<file path="src/rtl/sifh_histogram_engine.sv">
// Purpose: per-frame dToF histogram builder; clears a {pixel,bin} bin RAM, accumulates hits, reports each pixel's peak bin.
// Latency: hit-to-write 1 cycle; peak strobe 1 cycle after a pixel's last bin returns from the RAM.
// Backpressure: in_ready high only in ACCUM until ACQ_NUM hits are taken; 1 hit/cycle sustained, no stalls inside the pipe.
//
// Ports:
//   clk, res              clock (rising edge), asynchronous active-high reset
//   start                 frame start pulse, honoured only while idle
//   in_valid/in_ready     hit handshake; in_pixel/in_bin give the hit's histogram address
//   ram_we/waddr/wdata    bin RAM write port (CLEAR zeroes, ACCUM read-modify-write)
//   ram_re/raddr/rdata    bin RAM read port, data returns one cycle after ram_re
//   pk_valid/pixel/bin/count  one strobe per pixel with its peak bin; values held between strobes
//   busy, done            frame in progress / one-cycle frame-complete pulse
module sifh_histogram_engine #(
    parameter int PIXELS  = 4,
    parameter int BINS    = 64,
    parameter int CW      = 12,
    parameter int ACQ_NUM = 1024,
    localparam int PW = (PIXELS > 1) ? $clog2(PIXELS) : 1,
    localparam int BW = $clog2(BINS),
    localparam int AW = PW + BW
) (
    input  logic          clk,
    input  logic          res,
    input  logic          start,
    input  logic          in_valid,
    output logic          in_ready,
    input  logic [PW-1:0] in_pixel,
    input  logic [BW-1:0] in_bin,
    output logic          ram_we,
    output logic [AW-1:0] ram_waddr,
    output logic [CW-1:0] ram_wdata,
    output logic          ram_re,
    output logic [AW-1:0] ram_raddr,
    input  logic [CW-1:0] ram_rdata,
    output logic          pk_valid,
    output logic [PW-1:0] pk_pixel,
    output logic [BW-1:0] pk_bin,
    output logic [CW-1:0] pk_count,
    output logic          busy,
    output logic          done
);

    localparam int              HW        = $clog2(ACQ_NUM + 1);
    localparam int              NADDR     = PIXELS * BINS;
    localparam logic [AW:0]     LAST_ADDR = (AW+1)'(NADDR - 1);
    localparam logic [HW-1:0]   HIT_MAX   = HW'(ACQ_NUM);
    localparam logic [CW-1:0]   CNT_SAT   = '1;
    localparam logic [BW-1:0]   LAST_BIN  = BW'(BINS - 1);
    localparam logic [PW-1:0]   LAST_PIX  = PW'(PIXELS - 1);

    typedef enum logic [2:0] {
        S_IDLE,
        S_CLEAR,
        S_ACCUM,
        S_SCAN,
        S_DONE
    } state_t;

    state_t state, state_nxt;

    // Shared sequential address counter for CLEAR writes and SCAN reads;
    // one extra bit so SCAN can tell it has issued the last read.
    logic [AW:0]    addr_cnt;
    logic [HW-1:0]  hit_cnt;

    // Accumulate stage 2: address of the hit whose old count is on ram_rdata.
    logic           acc_vld;
    logic [AW-1:0]  acc_addr;

    // Last cycle's write, used when the RAM's read-first data is stale.
    logic           fwd_vld;
    logic [AW-1:0]  fwd_addr;
    logic [CW-1:0]  fwd_data;

    // Scan read return tracking and per-pixel max tracker.
    logic           rd_vld;
    logic [AW-1:0]  rd_addr;
    logic [BW-1:0]  max_bin;
    logic [CW-1:0]  max_cnt;

    logic           accept;
    logic           scan_rd;
    logic [CW-1:0]  acc_old;
    logic [CW-1:0]  acc_new;
    logic [BW-1:0]  cand_bin;
    logic [CW-1:0]  cand_cnt;

    always_comb begin
        accept  = (state == S_ACCUM) && in_valid && (hit_cnt != HIT_MAX);
        scan_rd = (state == S_SCAN) && (addr_cnt <= LAST_ADDR);

        // A back-to-back hit on the same bin reads the RAM in the very cycle
        // the previous increment is written, so the RAM returns the pre-write
        // value; take the just-written value instead.
        acc_old = (fwd_vld && (fwd_addr == acc_addr)) ? fwd_data : ram_rdata;
        acc_new = (acc_old == CNT_SAT) ? acc_old : acc_old + 1'b1;

        // Tracker after folding in the returning bin: bin 0 restarts it,
        // later bins replace it only on a strictly larger count (ties keep
        // the lowest bin).
        cand_bin = max_bin;
        cand_cnt = max_cnt;
        if (rd_addr[BW-1:0] == '0) begin
            cand_bin = '0;
            cand_cnt = ram_rdata;
        end else if (ram_rdata > max_cnt) begin
            cand_bin = rd_addr[BW-1:0];
            cand_cnt = ram_rdata;
        end
    end

    always_comb begin
        state_nxt = state;
        case (state)
            S_IDLE:  if (start) state_nxt = S_CLEAR;
            S_CLEAR: if (addr_cnt == LAST_ADDR) state_nxt = S_ACCUM;
            S_ACCUM: if ((hit_cnt == HIT_MAX) && !acc_vld) state_nxt = S_SCAN;
            S_SCAN:  if (pk_valid && (pk_pixel == LAST_PIX)) state_nxt = S_DONE;
            S_DONE:  state_nxt = S_IDLE;
            default: state_nxt = S_IDLE;
        endcase
    end

    always_comb begin
        in_ready  = (state == S_ACCUM) && (hit_cnt != HIT_MAX);
        ram_we    = 1'b0;
        ram_waddr = '0;
        ram_wdata = '0;
        ram_re    = 1'b0;
        ram_raddr = '0;
        busy      = (state != S_IDLE);
        done      = (state == S_DONE);

        if (state == S_CLEAR) begin
            ram_we    = 1'b1;
            ram_waddr = addr_cnt[AW-1:0];
        end else if ((state == S_ACCUM) && acc_vld) begin
            ram_we    = 1'b1;
            ram_waddr = acc_addr;
            ram_wdata = acc_new;
        end

        if (accept) begin
            ram_re    = 1'b1;
            ram_raddr = {in_pixel, in_bin};
        end else if (scan_rd) begin
            ram_re    = 1'b1;
            ram_raddr = addr_cnt[AW-1:0];
        end
    end

    always_ff @(posedge clk or posedge res) begin
        if (res) begin
            state    <= S_IDLE;
            addr_cnt <= '0;
            hit_cnt  <= '0;
            acc_vld  <= 1'b0;
            acc_addr <= '0;
            fwd_vld  <= 1'b0;
            fwd_addr <= '0;
            fwd_data <= '0;
            rd_vld   <= 1'b0;
            rd_addr  <= '0;
            max_bin  <= '0;
            max_cnt  <= '0;
            pk_valid <= 1'b0;
            pk_pixel <= '0;
            pk_bin   <= '0;
            pk_count <= '0;
        end else begin
            state <= state_nxt;

            if (state != state_nxt) begin
                addr_cnt <= '0;
            end else if ((state == S_CLEAR) || scan_rd) begin
                addr_cnt <= addr_cnt + 1'b1;
            end

            if (state == S_IDLE) begin
                hit_cnt <= '0;
            end else if (accept) begin
                hit_cnt <= hit_cnt + 1'b1;
            end

            acc_vld <= accept;
            if (accept) begin
                acc_addr <= {in_pixel, in_bin};
            end

            fwd_vld  <= ram_we;
            fwd_addr <= ram_waddr;
            fwd_data <= ram_wdata;

            rd_vld  <= scan_rd;
            rd_addr <= addr_cnt[AW-1:0];
            if (rd_vld) begin
                max_bin <= cand_bin;
                max_cnt <= cand_cnt;
            end

            pk_valid <= rd_vld && (rd_addr[BW-1:0] == LAST_BIN);
            if (rd_vld && (rd_addr[BW-1:0] == LAST_BIN)) begin
                pk_pixel <= rd_addr[AW-1:BW];
                pk_bin   <= cand_bin;
                pk_count <= cand_cnt;
            end
        end
    end

endmodule

</file>
<file path="config.mk">
export PLATFORM = sky130hd
export DESIGN_NAME = sifh_histogram_engine
export DESIGN_NICKNAME = d
export VERILOG_FILES = /design/src/rtl/sifh_histogram_engine.sv
export SDC_FILE = /design/constraint.sdc
export NUM_CORES = 1
export LEC_CHECK = 0
export ABC_CLOCK_PERIOD_IN_PS = 3900
export CORE_UTILIZATION = 30
export CTS_CLUSTER_DIAMETER = 80
export DETAILED_ROUTE_END_ITERATION = 12
export MAX_ROUTING_LAYER = met4
export SLEW_MARGIN = 20
export SYNTH_ARGS = -nofsm -noshare
export SYNTH_HDL_FRONTEND = slang
export SYNTH_SLANG_ARGS = --single-unit
</file>
<file path="constraint.sdc">
create_clock -name clk -period 3.9 [get_ports clk]
set_input_delay 0.78 -clock clk [delete_from_list [all_inputs] [get_ports clk]]
set_output_delay 0.78 -clock clk [all_outputs]
set_load 0.01 [all_outputs]
</file>
==> impl_results.md, run 1 <==
* P_leak at 3.22 nW
* DRT antenna net count at 0
* Area contributors post-synth: dfrtp_1 48%, mux2_2 8.2%, nand2_1 4.5%
* Yosys top cell area share at 48.4%
* Row cnt at 47
* Final setup viols at 0
* Worst-path cell chain: xnor2_1, nand2_1, nor3_4, mux2_4, ha_4, nand3_4, nor4_4, nor3_2, mux2i_1, buf_4, or3_4, a21oi_2, buf_2
* Critical path data arrival time at between 3 and 4 ns
* Core area at approximately 0.017 mm²
* CP Launch Type: flip-flop
* Crit path kind: reg -> out
* Initial Util at between 30% and 40%
* Num CTS Buffers at 9
* Slowest cell on crit path: dfrtp_1
* Int Power at approximately 2.4 mW
* Multi-input logic area at between 0.002 and 0.003 mm²
* Initial antenna violation count at 0
* Clock root cell: clkbuf_16
* First-pass GRT wire length at around 23 mm
* Ports at between 70 and 80
* # H-tree levels at 3
* Flop pwr share at 41.4%
* Iteration-0 DRC Markers at just under 200
* WL final at about 14 mm
* End of the critical path: ram_wdata[7]
* TritonCTS clock tree: yes
* Width of the die at 134 µm
* Hold slack at between 0.4 and 0.5 ns
* #FFs+latches synth at a little over 100
* Max incr delay on CP at about 0.39 ns
* Max Cap Viol at 0
* Clk pin slew, worst setup/hold paths at 0.08 ns
* # diodes at 0
* Vias in the first global route at 4357
* Hold Crit Class: reg -> reg
* Die Height at between 100 and 150 µm
* Maximum vdd drop at roughly 0.00023 V
* Proportion of layout cells with a drive suffix above 1 at between 20% and 30%
* Port buffer count at between 70 and 80
* Clock share of power at between 20% and 30%
* Required time worst endpoint at 3.12 ns
* Ys async rst share at 100%
* Gp weighted congestion at ~0.84
* Worst slew pin tran at 0.898 ns
* Drt first pass iters at 4
* Yosys top cell by area: dfrtp_1
* GRT Overall Usage at approximately 17%
* Peak Freq at ~260 MHz
* Remaining DRCs at 0
* Placed Instances at 853
* Post-Synthesis Cells at between 500 and 600
* Post-synthesis cell area at around 0.0052 mm²
* Worst r2r dst: fwd_data[0]
* Final period util at slightly below 100%
* Final design utilization at a little over two fifths
* Worst Path Max Fanout at 4
* Worst clock skew at between 0.01 and 0.015 ns
* DR WL/cell at roughly 16 µm
* Crit path launch: acc_addr[5]
* Synth unique cells at 51
* R2r setup slk at roughly 1.3 ns
* Clock buffer depth at 2
* Final Slew Violations at 0
* Pwr dens at 508 mW/mm²
* Reg-to-Reg Start: acc_addr[5]
* Fin nets at between 600 and 700
* CP endpoint kind: output port
* Slew HR at 40.2%
* Unrepaired setup endpoints after global routing: yes
* Post-Syn Nets at 557
* Sw Share at 33.6%
* Final std cells w/o fill at 873
* Num Clock Sinks at approximately 100
* Via/cell ratio at slightly below 5
* Pin count of the biggest net entering global routing at 74
* Sequential share of the synthesized area at between 40% and 50%
* Worst-skew pair later-pin latency at ~0.36 ns
* P&R area growth vs syn at 35.4%
* Die area at between 0.015 and 0.02 mm²
* Combinational fraction of design power at approximately 32%
* Total global routing overflow at 0
* Worst Reg-to-Reg Cells at 12
* Via count at ~4300
* Net load switching power at roughly 1.2 mW
* Fillcell total at 1655
* Post-synth EDFFs at 0
* Syn. warnings at 0
* Status: complete, no violations
* Avg Cell Area, Syn at roughly 10 µm²
* Sequential Area at roughly 0.0025 mm²
* Post-synth top flop: dfrtp_1
* Hpwl dp at 10.2 mm
* Power Total at about 3.6 mW
* Hold Fails Final Rpt at 0
* Fin crit period at about 3.8 ns
[power groups by stage]
stage                     registers, mW  logic, mW  clock network [mW]
after global placement             1.49       1.11                   0
after detailed placement           1.50       1.13                   0
after global routing               1.52       1.29                1.03
after CTS                          1.48       1.15               0.984
after floorplan                    1.45      0.698                   0
final                              1.49       1.15               0.955
[cells by family after synthesis]
family | Yosys count | synth area share, %
simple gates | 183 | 17.1
flops | 101 | 48.4
compound gates | 83 | 10.8
mux | 54 | 11.3
buf+inv | 51 | 3.83
xor+xnor | 27 | 4.52
fa+ha+maj | 17 | 4.07
[routing by layer]
metal | vias up | GRT usage [%] | share of wire [%]
li1 | 2085 | - | -
met1 | 2084 | 20.9 | 44
met2 | 94 | 27.6 | 50
met3 | 10 | 3.44 | 4.9
met4 | 0 | 3.91 | 1.1
met5 | - | - | 0
[sequential cells by signal, summed over array words and instances, names as in the netlist, 8 cells and up]
name and cells:
acc_addr 8, addr_cnt 9, fwd_addr 8, fwd_data 12
hit_cnt 11, max_cnt 12, pk_count 12, rd_addr 8
[cell usage after synthesis, types with 2 or more instances]
cell type,instances
nor3_1,13
nor4b_1,2
xnor2_1,21
clkbuf_1,8
a211oi_1,2
nor4_1,5
ha_1,17
mux2i_1,16
nor2_1,39
a21oi_1,15
o21a_1,2
nand3_1,14
buf_2,4
o21ai_0,25
nand4_1,16
a31oi_1,4
a41oi_1,3
mux2_2,38
a211o_1,7
nand2_1,62
nand2b_1,3
a22o_1,8
dfrtp_1,101
o2111ai_1,2
nor2b_1,10
inv_1,37
o211a_1,2
or3_1,5
o211ai_1,3
xor2_1,6
and3_1,6
[how the worst min path moves through the flow]
stage	end	start	slack (ns)	depth (start not counted)
6_report	pk_pixel[1]	rd_addr[7]	0.48	1
5_1_grt	pk_pixel[1]	rd_addr[7]	0.51	1
4_1_cts	pk_pixel[1]	rd_addr[7]	0.48	1
3_5_place_dp	pk_pixel[1]	rd_addr[7]	0.47	1
3_3_place_gp	pk_pixel[0]	rd_addr[6]	0.46	1
2_1_floorplan	rd_addr[7]	addr_cnt[7]	0.41	0
[area by class of cell]
cell class	count	area share (%)
Multi-Input combinational cell	364	37.5
Inverter	38	2.05
Clock inverter	6	1.10
Sequential cell	101	35.7
Clock buffer	10	3.38
Timing Repair Buffer	134	16.3
Tap cell	220	3.89
[worst max-delay path: cells and delay by family, from the launching register on]
family          cells  cell delay [ns]
flops               1             0.39
simple gates        6             1.02
fa+ha+maj           1             0.18
mux                 2             0.47
buf+inv             2             0.32
compound gates      1             0.13
xor+xnor            1             0.17
[metrics by stage]
step / setup TNS [ns] / cell area, µm² / worst slack [ns]
2_1_floorplan: 0 / 5230 / 0.120
3_3_place_gp: -2.91 / 6620 / -0.431
3_5_place_dp: -3.46 / 6620 / -0.530
4_1_cts: -0.456 / 7030 / -0.207
5_1_grt: -0.247 / 7080 / -0.123
6_report: 0 / 7080 / 0.0631
[repair_timing]
item,4_1_cts,5_1_grt
resized for setup,43,29
pin swaps,13,12
setup buffers,4,1
setup endpoints to repair,12,17
hold buffers,0,0
[cells in the final DEF, fill, tap and decap left out, drive strengths merged, types with 16 or more instances in the layout]
| cell | Yosys | routed |
|---|---|---|
| nand2 | 62 | 62 |
| clkdlybuf4s50 | 0 | 65 |
| xnor2 | 21 | 21 |
| buf | 5 | 64 |
| ha | 17 | 17 |
| mux2i | 16 | 16 |
| dfrtp | 101 | 101 |
| nor2 | 39 | 39 |
| mux2 | 38 | 38 |
| inv | 38 | 41 |
| o21ai | 25 | 25 |
| nand4 | 17 | 17 |
No activity file was read; power rests on OpenSTA's default activity.
==> run 2, diff against run 1 <==
Settings changed: ABC_CLOCK_PERIOD_IN_PS 3900 to unset, CTS_CLUSTER_DIAMETER 80 to 30, DONT_BUFFER_PORTS set to 1.
==> run 2 against run 1 <==
Net effect:
- first-iteration DRC count decreased by 3.1%
- non-clock buffer count fell by 109
- cell count down 12%
- sequential power up 3%
- via count shrank 8.1%
- cell area fell by 15%
- maximum frequency rose by 0.72%
- setup slack gained 0.028 ns
==> impl_results.md, run 2 (same netlist as run 1, synthesis figures left out) <==
* First-pass GRT wire length at 21.3 mm
* CP Launch Type: flip-flop
* Power Total at ~3.3 mW
* Pin count of the biggest net entering global routing at 50
* Hold slack at ~0.37 ns
* Total global routing overflow at 0
* Worst Reg-to-Reg Cells at 11
* Max incr delay on CP at slightly below 0.4 ns
* Hold Fails Final Rpt at 0
* Proportion of layout cells with a drive suffix above 1 at a little under a fifth
* Final std cells w/o fill at roughly 760
* Width of the die at 134 µm
* Gp weighted congestion at between 0.9 and 1
* Pwr dens at 548 mW/mm²
* Critical path data arrival time at approximately 3.0 ns
* Fin nets at 580
* Vias in the first global route at 3989
* Drt first pass iters at 4
* Hpwl dp at around 9.8 mm
* Slowest cell on crit path: dfrtp_1
* Leading cell type in the layout, fill and taps excluded: dfrtp_1
* Iteration-0 DRC Markers at between 150 and 200
* Final design utilization at a little over a third
* P&R area growth vs syn at 15.5%
* Remaining DRCs at 0
* Final Slew Violations at 0
* Biggest regs: fwd_data x12, max_cnt x12, pk_count x12
* Status: complete, no violations
* Final period util at slightly below 100%
* P_leak at 2.75 nW
* Worst clock skew at roughly 0.0082 ns
* Worst-path cell chain: xnor2_1, nand4_1, nor3_4, mux2_4, ha_4, nand3_4, nor4_4, nor3_2, mux2i_2, nor2_1, a2111oi_2, buf_4
* Initial Util at between 30% and 40%
* Crit path kind: reg -> out
* Placed cell areas at about 0.0055 mm²
* # diodes at 0
* Most frequent cells in the layout: 101 x dfrtp_1, 62 x nand2_1, 38 x nor2_1
* Port buffer count at 0
* Clock root cell: clkbuf_16
* Fin crit period at between 3 and 4 ns
* Via/cell ratio at between 5 and 6
* Initial antenna violation count at 0
* DR WL/cell at between 15 and 20 µm
* Die Height at around 130 µm
* Worst path depth at 12
* WL final at approximately 13 mm
* Worst Path Buf+Inv at 1
* Slew HR at between 30% and 40%
* Final setup viols at 0
* CP endpoint kind: output port
* Num Clock Sinks at approximately 100
* GRT Overall Usage at ~16%
* Unrepaired setup endpoints after global routing: yes
* Worst-skew pair later-pin latency at about 0.36 ns
* TritonCTS clock tree: yes
* Hold_buf cts at 0
* Setup TNS at 0 ns
* Max Cap Viol at 0
* Die area at 0.0180 mm²
* Worst slew pin tran at 1.00 ns
* Fin worst setup slack at 0.0907 ns
* Clk pin slew, worst setup/hold paths at around 0.070 ns
* Clock buffer depth at 2
* # H-tree levels at 3
* Maximum vdd drop at 0.000219 V
* Worst Path Max Fanout at 5
* Place WS at approximately 0.026 ns
* DRT antenna net count at 0
* Finished Cell Area at a little over 0.006 mm²
* Placed Instances at 736
* Num CTS Buffers at 9
* Core area at 0.0168 mm²
* Delay-heaviest family, CP: simple AND/OR/NAND/NOR gates
* Row cnt at 47
* Via count at 3925
* Ports at between 70 and 80
* Hold Crit Class: in -> async
* Peak Freq at roughly 260 MHz
* Required time worst endpoint at between 3 and 4 ns
## run 2: changes by cell type in the layout (fill, tap and decap cells not counted), moves of 3 or more
| cell | change |
|---|---|
| clkdlybuf4s50_1 | -65 |
| buf_4 | -33 |
| buf_2 | -5 |
| nor2_1 | +4 |
| nor2_2 | -4 |
| clkbuf_2 | -3 |
## run 2: what timing repair did
item | in CTS | in global routing
setup buffers | 2 | 10
endpoints found under the setup margin | 3 | 7
gates resized for setup | 11 | 7
pin swaps | 6 | 11
hold endpoints to repair | 0 | 0
## run 2: path summary, 6_finish.rpt
path,from,endpoint,slack [ns]
min in group clk,rd_addr[6],pk_pixel[0],0.49
max,acc_addr[0],ram_wdata[9],0.09
min reg2reg,rd_addr[6],pk_pixel[0],0.49
max in group asynchronous,res,fwd_data[10],2.70
min,res,addr_cnt[8],0.37
max reg2reg,acc_addr[0],fwd_data[8],1.13
## run 2: layer usage
| layer | share of wire, % | track usage [%] |
|---|---|---|
| met3 | 7.9 | 6.05 |
| met2 | 49 | 25.9 |
| met5 | 0 | - |
| met1 | 42 | 18.8 |
| met4 | 1.2 | 3.60 |
## run 2: power by group
| group | internal (mW) | leakage, nW | total, mW | switching (mW) |
|---|---|---|---|---|
| Sequential | 1.29 | 1.29 | 1.53 | 0.243 |
| Combinational | 0.384 | 1.31 | 0.885 | 0.501 |
| Clock | 0.475 | 0.144 | 0.891 | 0.416 |
| Total | 2.15 | 2.75 | 3.31 | 1.16 |
## run 2: final cells by class
class / count / area [µm²]
flip-flops and latches: 101 / 2530
multi-input cells: 364 / 2610
clock inverters: 5 / 41.3
fillers: 1702 / 10800
clock buffers: 11 / 253
repair buffers: 25 / 188
well taps: 220 / 275
inverters: 38 / 145
==> run 3, diff against run 2 <==
Settings changed: CAP_MARGIN set to 0.
==> results of run 3 <==
The final DEF is identical to that of run 2; final timing and power are the same.
